$ cat config.mk
export PLATFORM = sky130hd
export DESIGN_NAME = lfsr_rand_range
export DESIGN_NICKNAME = d
export VERILOG_FILES = /design/src/rtl/rand_pkg.sv /design/src/rtl/lfsr_core.sv /design/src/rtl/lfsr_rand_range.sv
export SDC_FILE = /design/constraint.sdc
export NUM_CORES = 1
export LEC_CHECK = 0
export CAP_MARGIN = 15
export CORE_MARGIN = 4
export CORE_UTILIZATION = 45
export DETAILED_ROUTE_END_ITERATION = 7
export GPL_TIMING_DRIVEN = 0
export PLACE_DENSITY = 0.71
export SLEW_MARGIN = 0
export SYNTH_ARGS = -nofsm -noshare
export SYNTH_HDL_FRONTEND = slang
export SYNTH_SLANG_ARGS = --single-unit
$ cat constraint.sdc
create_clock -name clk -period 2 [get_ports clk]
set_clock_uncertainty 0.15 [all_clocks]
set_input_delay 0.4 -clock clk [delete_from_list [all_inputs] [get_ports clk]]
set_output_delay 0.4 -clock clk [all_outputs]
set_load 0.01 [all_outputs]
$ cat src/rtl/rand_pkg.sv
// Shared definitions for the random delay generator.
//   state_t      : draw FSM states
//   MODE_*       : out-of-range handling selectors
//   TAPS_*       : maximal-length feedback masks for common widths,
//                  used with a left-shifting Fibonacci LFSR
package rand_pkg;

  typedef enum logic [1:0] {
    IDLE,
    SHIFT,
    CHECK,
    DONE
  } state_t;

  localparam int unsigned MODE_CLAMP  = 0;
  localparam int unsigned MODE_REJECT = 1;

  localparam logic [7:0]  TAPS_8  = 8'hB8;
  localparam logic [15:0] TAPS_16 = 16'hB400;
  localparam logic [23:0] TAPS_24 = 24'hE10000;
  localparam logic [31:0] TAPS_32 = 32'h80200003;

endpackage

$ cat src/rtl/lfsr_core.sv
// Fibonacci LFSR register.
// Ports:
//   clk    : rising-edge clock
//   areset : synchronous active-high reset, loads RESET_SEED
//   load   : load seed (an all-zero seed is replaced by RESET_SEED)
//   seed   : value for load
//   shift  : advance the register by one step
//   state  : current register contents
// Priority is areset > load > shift.
module lfsr_core
  import rand_pkg::*;
#(
  parameter int unsigned      WIDTH      = 16,
  parameter logic [WIDTH-1:0] TAPS       = TAPS_16,
  parameter logic [WIDTH-1:0] RESET_SEED = 16'hACE1
) (
  input  logic             clk,
  input  logic             areset,
  input  logic             load,
  input  logic [WIDTH-1:0] seed,
  input  logic             shift,
  output logic [WIDTH-1:0] state
);

  logic feedback;

  assign feedback = ^(state & TAPS);

  // An all-zero state would lock the LFSR forever, so a shift out of it
  // reloads the reset seed instead.
  always_ff @(posedge clk) begin
    if (areset) begin
      state <= RESET_SEED;
    end else if (load) begin
      state <= (seed == '0) ? RESET_SEED : seed;
    end else if (shift) begin
      if (state == '0) begin
        state <= RESET_SEED;
      end else begin
        state <= {state[WIDTH-2:0], feedback};
      end
    end
  end

endmodule

$ cat src/rtl/lfsr_rand_range.sv
// Pseudo-random delay generator: LFSR draws mapped into [MIN_VAL, MAX_VAL].
// Ports:
//   clk       : rising-edge clock
//   areset    : synchronous active-high reset
//   seed_load : load seed into the LFSR, aborting any draw in progress
//   seed      : seed value (zero is replaced by RESET_SEED)
//   req       : request a draw, taken only while idle
//   busy      : draw in progress
//   valid     : one-cycle pulse, rnd holds a new draw
//   rnd       : last drawn value, held until the next valid
//   clamped   : last draw was forced to a bound
module lfsr_rand_range
  import rand_pkg::*;
#(
  parameter int unsigned      WIDTH           = 16,
  parameter logic [WIDTH-1:0] TAPS            = TAPS_16,
  parameter logic [WIDTH-1:0] RESET_SEED      = 16'hACE1,
  parameter int unsigned      MIN_VAL         = 2000,
  parameter int unsigned      MAX_VAL         = 15000,
  parameter int unsigned      SHIFTS_PER_DRAW = 16,
  parameter int unsigned      MODE            = MODE_CLAMP,
  parameter int unsigned      MAX_RETRY       = 3,
  parameter int unsigned      FREE_RUN        = 1
) (
  input  logic             clk,
  input  logic             areset,
  input  logic             seed_load,
  input  logic [WIDTH-1:0] seed,
  input  logic             req,
  output logic             busy,
  output logic             valid,
  output logic [WIDTH-1:0] rnd,
  output logic             clamped
);

  localparam int unsigned CW = (SHIFTS_PER_DRAW > 1) ? $clog2(SHIFTS_PER_DRAW) : 1;
  localparam int unsigned RW = (MAX_RETRY > 0) ? $clog2(MAX_RETRY + 1) : 1;
  localparam logic [CW-1:0]    CNT_INIT    = CW'(SHIFTS_PER_DRAW - 1);
  localparam logic [RW-1:0]    RETRY_LIMIT = RW'(MAX_RETRY);
  localparam logic [WIDTH-1:0] MIN_W       = WIDTH'(MIN_VAL);
  localparam logic [WIDTH-1:0] MAX_W       = WIDTH'(MAX_VAL);

  if (WIDTH < 4 || WIDTH > 32) begin : g_bad_width
    $error("lfsr_rand_range: WIDTH must be in 4..32");
  end
  if (RESET_SEED == '0) begin : g_bad_seed
    $error("lfsr_rand_range: RESET_SEED must be nonzero");
  end
  if (MIN_VAL > MAX_VAL) begin : g_bad_bounds
    $error("lfsr_rand_range: MIN_VAL must not exceed MAX_VAL");
  end
  if (64'(MAX_VAL) >= (64'd1 << WIDTH)) begin : g_bad_max
    $error("lfsr_rand_range: MAX_VAL must fit in WIDTH bits");
  end
  if (SHIFTS_PER_DRAW < 1) begin : g_bad_shifts
    $error("lfsr_rand_range: SHIFTS_PER_DRAW must be at least 1");
  end
  if (MODE != MODE_CLAMP && MODE != MODE_REJECT) begin : g_bad_mode
    $error("lfsr_rand_range: MODE must be 0 or 1");
  end

  state_t           state_q, state_d;
  logic [CW-1:0]    cnt;
  logic [RW-1:0]    retry;
  logic [WIDTH-1:0] lfsr_state;
  logic             shift_en;
  logic             below_min, above_max, in_range, can_retry;

  lfsr_core #(
    .WIDTH     (WIDTH),
    .TAPS      (TAPS),
    .RESET_SEED(RESET_SEED)
  ) u_lfsr (
    .clk   (clk),
    .areset(areset),
    .load  (seed_load),
    .seed  (seed),
    .shift (shift_en),
    .state (lfsr_state)
  );

  // A bound sitting at the edge of the representable range can never be
  // crossed, so that side of the range test is tied off.
  if (MIN_VAL == 0) begin : g_no_min
    assign below_min = 1'b0;
  end else begin : g_min
    assign below_min = lfsr_state < MIN_W;
  end
  if (64'(MAX_VAL) == (64'd1 << WIDTH) - 64'd1) begin : g_no_max
    assign above_max = 1'b0;
  end else begin : g_max
    assign above_max = lfsr_state > MAX_W;
  end

  assign in_range  = !below_min && !above_max;
  assign can_retry = (MODE == MODE_REJECT) && (retry < RETRY_LIMIT);

  // Next-state logic; the LFSR only moves while idle (free-running) or
  // during the shift phase, never while checking or presenting a result.
  always_comb begin
    state_d  = state_q;
    shift_en = 1'b0;
    unique case (state_q)
      IDLE: begin
        shift_en = (FREE_RUN != 0);
        if (req) state_d = SHIFT;
      end
      SHIFT: begin
        shift_en = 1'b1;
        if (cnt == '0) state_d = CHECK;
      end
      CHECK: begin
        state_d = (in_range || !can_retry) ? DONE : SHIFT;
      end
      DONE: begin
        state_d = IDLE;
      end
      default: state_d = IDLE;
    endcase
  end

  // State register plus the shift/retry counters and the result registers.
  // seed_load abandons a draw but keeps the previous result visible.
  always_ff @(posedge clk) begin
    if (areset) begin
      state_q <= IDLE;
      cnt     <= '0;
      retry   <= '0;
      rnd     <= MIN_W;
      clamped <= 1'b0;
    end else if (seed_load) begin
      state_q <= IDLE;
      cnt     <= '0;
      retry   <= '0;
    end else begin
      state_q <= state_d;
      unique case (state_q)
        IDLE: begin
          if (req) begin
            cnt   <= CNT_INIT;
            retry <= '0;
          end
        end
        SHIFT: begin
          if (cnt != '0) cnt <= cnt - CW'(1);
        end
        CHECK: begin
          if (in_range) begin
            rnd     <= lfsr_state;
            clamped <= 1'b0;
          end else if (can_retry) begin
            retry <= retry + RW'(1);
            cnt   <= CNT_INIT;
          end else begin
            rnd     <= below_min ? MIN_W : MAX_W;
            clamped <= 1'b1;
          end
        end
        default: ;
      endcase
    end
  end

  assign busy  = (state_q == SHIFT) || (state_q == CHECK);
  assign valid = (state_q == DONE);

endmodule

==> reports/results.txt <==
RSZ-0062 raised after global routing -> false
Final Hold Vio Count -> 0
die area -> 5470 sq um
Tot Pwr -> 1.65 mW
Finished Cell Area -> 2500 sq um
crit path kind -> reg -> out
maximum vdd drop -> 0.391 mV
min Tclk post-route -> 1.88 ns
Switching Fraction -> 0.280
die height -> 74.0 microns
starting density of the core -> 0.476
Ports -> 39
Psw -> 0.462 mW
final worst slack -> 0.115 ns
DR WL/cell -> 14.8 microns
ANT cells -> 0
Port Buffers -> 38
worst path buffer plus inverter count -> 1
Synth top area share -> 0.398
post-synth cell types -> 42
Leakage -> 0.894 nW
CTS sink cnt -> 39
post-DP HPWL -> 3.58 mm
wire length of the first global-routing pass -> 8.06 mm
CP Launch Type -> register
placed cell count -> 322
Comb pwr share -> 0.179
Setup Fix Bufs, Post-CTS -> 0
via/cell ratio -> 5.68
placed instance area -> 2400 sq um
kind of cell adding the most delay to the critical path -> buffers and inverters
sequential fraction of the synthesis area -> 0.398
GRT Overall Usage -> 0.188
Clock Latency Late Sink -> 0.29 ns
area grow syn2layout -> 27.6%
nets@finish -> 306
Syn Std Cell Area -> 1960 sq um
PD cells -> 660 nW/um^2
CP Data Arrival Time -> 1.33 ns
final core occ -> 0.607
Rows -> 23
Max FO, Critical Path -> 4
Syn Nets -> 262
Int Pwr -> 1.19 mW
DR DRC count -> 0
Async S/R FF share, synth -> 0
predominant post-synthesis flop cell -> dfxtp_1
fin crit share -> 0.942
status -> finished clean
Die Wd -> 74.0 microns
fraction of layout cells with a size suffix above 1 -> 0.123
largest net degree at the start of global routing -> 11
total grt overflow -> 0
CTS Buffer Depth -> 2
antenna-violating nets left -> 0
nature of the critical path endpoint -> output port
vias -> 1858
Max H-tree Level -> 2
Seq cells post-synth -> 39
worst-path cell chain -> ha_1 > clkdlybuf4s50_1
Yosys warning count -> 0
critical path's slowest cell -> clkdlybuf4s50_1
top-count cell post-synth -> dfxtp_1
root buf cell -> clkbuf_8
Worst EP required -> 1.45 ns
Synth top cells by count -> dfxtp_1 (39), a21oi_1 (31), nor2_1 (22)
number of synthesized flops with an enable pin -> 0
worst hold-check path type -> reg -> reg
initial antenna violation count -> 0
Avg Inst Size Synth -> 8.37 sq um
Final setup violation count -> 0
top cells by area, synth -> dfxtp_1 (40%), a21oi_1 (7.9%), ha_1 (5.1%)
Cells after Synth -> 234
CP peak stage delay -> 0.53 ns
core area -> 4120 sq um
Max Cap Violations -> 0
Flop pwr share -> 0.526
clock network power share -> 0.295
Post-Layout Cell Count -> 327
Slew Limit Fails -> 0
Initial DRT Pass Iterations -> 4
TritonCTS clock tree -> done
vias in the first global route -> 1682
worst slew pin tran -> 0.510 ns
Worst-path clk slew -> 0.07 ns
DRT Wirelength -> 4.83 mm
Yosys top cell by area -> dfxtp_1
DRT iter0 DRCs -> 75
hold_buf cts -> 0
GPL Wtd Cong -> 0.860
Fmax -> 531 MHz
clock buffer count from CTS -> 5
DP Worst Slack -> -0.190 ns
Slew headroom -> 0.660
sequential cells by signal, indices dropped and copies added, names as in the netlist:
| register | cells |
|---|---|
| cnt | 4 |
| clamped | 1 |
| u_lfsr.state | 16 |
| state_q | 2 |
| rnd | 16 |
logic make-up (layout without fill, tap and decap cells):
group                      Yosys count  after routing  synth area share
xor gates and xnor gates             3              3            0.0134
muxes                                2              2            0.0109
and+or+nand+nor                     78             78             0.197
AOI/OAI and AO/OA                   80             80             0.269
buffers and inverters               24             67            0.0600
DFF                                 39             39             0.398
adders and majority gates            8              8            0.0511
repair_timing:
| action | in CTS | in global routing |
|---|---|---|
| gates cloned | 0 | 0 |
| gates resized for setup | 3 | 11 |
| setup endpoints to repair | 8 | 20 |
| pin swaps | 0 | 0 |
metal layers:
metal,global-route usage,vias to the layer above,wire (microns)
met4,0.0664,0,59
li1,-,938,-
met3,0.0419,6,268
met2,0.291,52,2190
met1,0.258,862,2310
met5,0,-,0
stage by stage:
stage          TNS, ns  hold WS [ns]
3_5_place_dp     -2.31         0.297
5_1_grt              0         0.336
6_report             0         0.310
3_3_place_gp     -2.06         0.294
2_1_floorplan        0         0.320
4_1_cts              0         0.312
area by class of cell:
| cell class | count | area [sq um] |
|---|---|---|
| Fill cell | 388 | 1620 |
| Inverter | 7 | 26.3 |
| Timing Repair Buffer | 38 | 379 |
| Clock buffer | 6 | 72.6 |
| Tap cell | 50 | 62.6 |
| Multi-Input combinational cell | 171 | 1080 |
| Sequential cell | 39 | 785 |
| Buffer | 16 | 90.1 |
worst reg2reg max path: stages, from the launching register on:
cell	delay, ns
dfxtp_2	0.36
inv_1	0.08
ha_1	0.19
clkbuf_2	0.19
a21boi_2	0.21
nor2b_1	0.26
mux2i_1	0.23
nor2_1	0.05
worst paths after layout:
path | end | cells after the start | slack, ns | start
max | valid | 2 | 0.12 | state_q[1]
min | rnd[14] | 1 | 0.31 | rnd[14]
max reg2reg | state_q[1] | 7 | 0.16 | state_q[1]
min reg2reg | rnd[14] | 1 | 0.31 | rnd[14]
power by group through the flow:
stage	combinational, mW	clock (mW)	sequential (mW)
finish	0.296	0.486	0.868
global route	0.332	0.527	0.872
CTS	0.289	0.503	0.863
detailed placement	0.289	0	0.880
global placement	0.285	0	0.880
floorplan	0.194	0	0.865
cell usage in the layout, fill, tap and decap left out, types with 2 or more instances in the layout:
| master | n |
|---|---|
| nand2_2 | 2 |
| buf_4 | 2 |
| ha_1 | 7 |
| o32ai_1 | 7 |
| a32o_1 | 4 |
| clkbuf_2 | 3 |
| a31o_2 | 4 |
| clkbuf_1 | 6 |
| xnor2_1 | 2 |
| dfxtp_1 | 36 |
| nand4_1 | 4 |
| nor2_1 | 21 |
| and2_1 | 3 |
| clkdlybuf4s50_1 | 37 |
| inv_1 | 7 |
| a311oi_1 | 2 |
| nor2_2 | 2 |
| nor3_1 | 8 |
| nor4_1 | 8 |
| buf_2 | 3 |
| nor2b_1 | 4 |
| o21ai_0 | 17 |
| clkbuf_8 | 5 |
| nand2_1 | 17 |
| a21o_1 | 3 |
| dfxtp_2 | 3 |
| a21oi_1 | 31 |
| buf_6 | 2 |
| nand2b_1 | 4 |
| a221oi_2 | 3 |
| a211oi_1 | 3 |
| o31ai_1 | 2 |
Power figures use the tool's default switching activity.
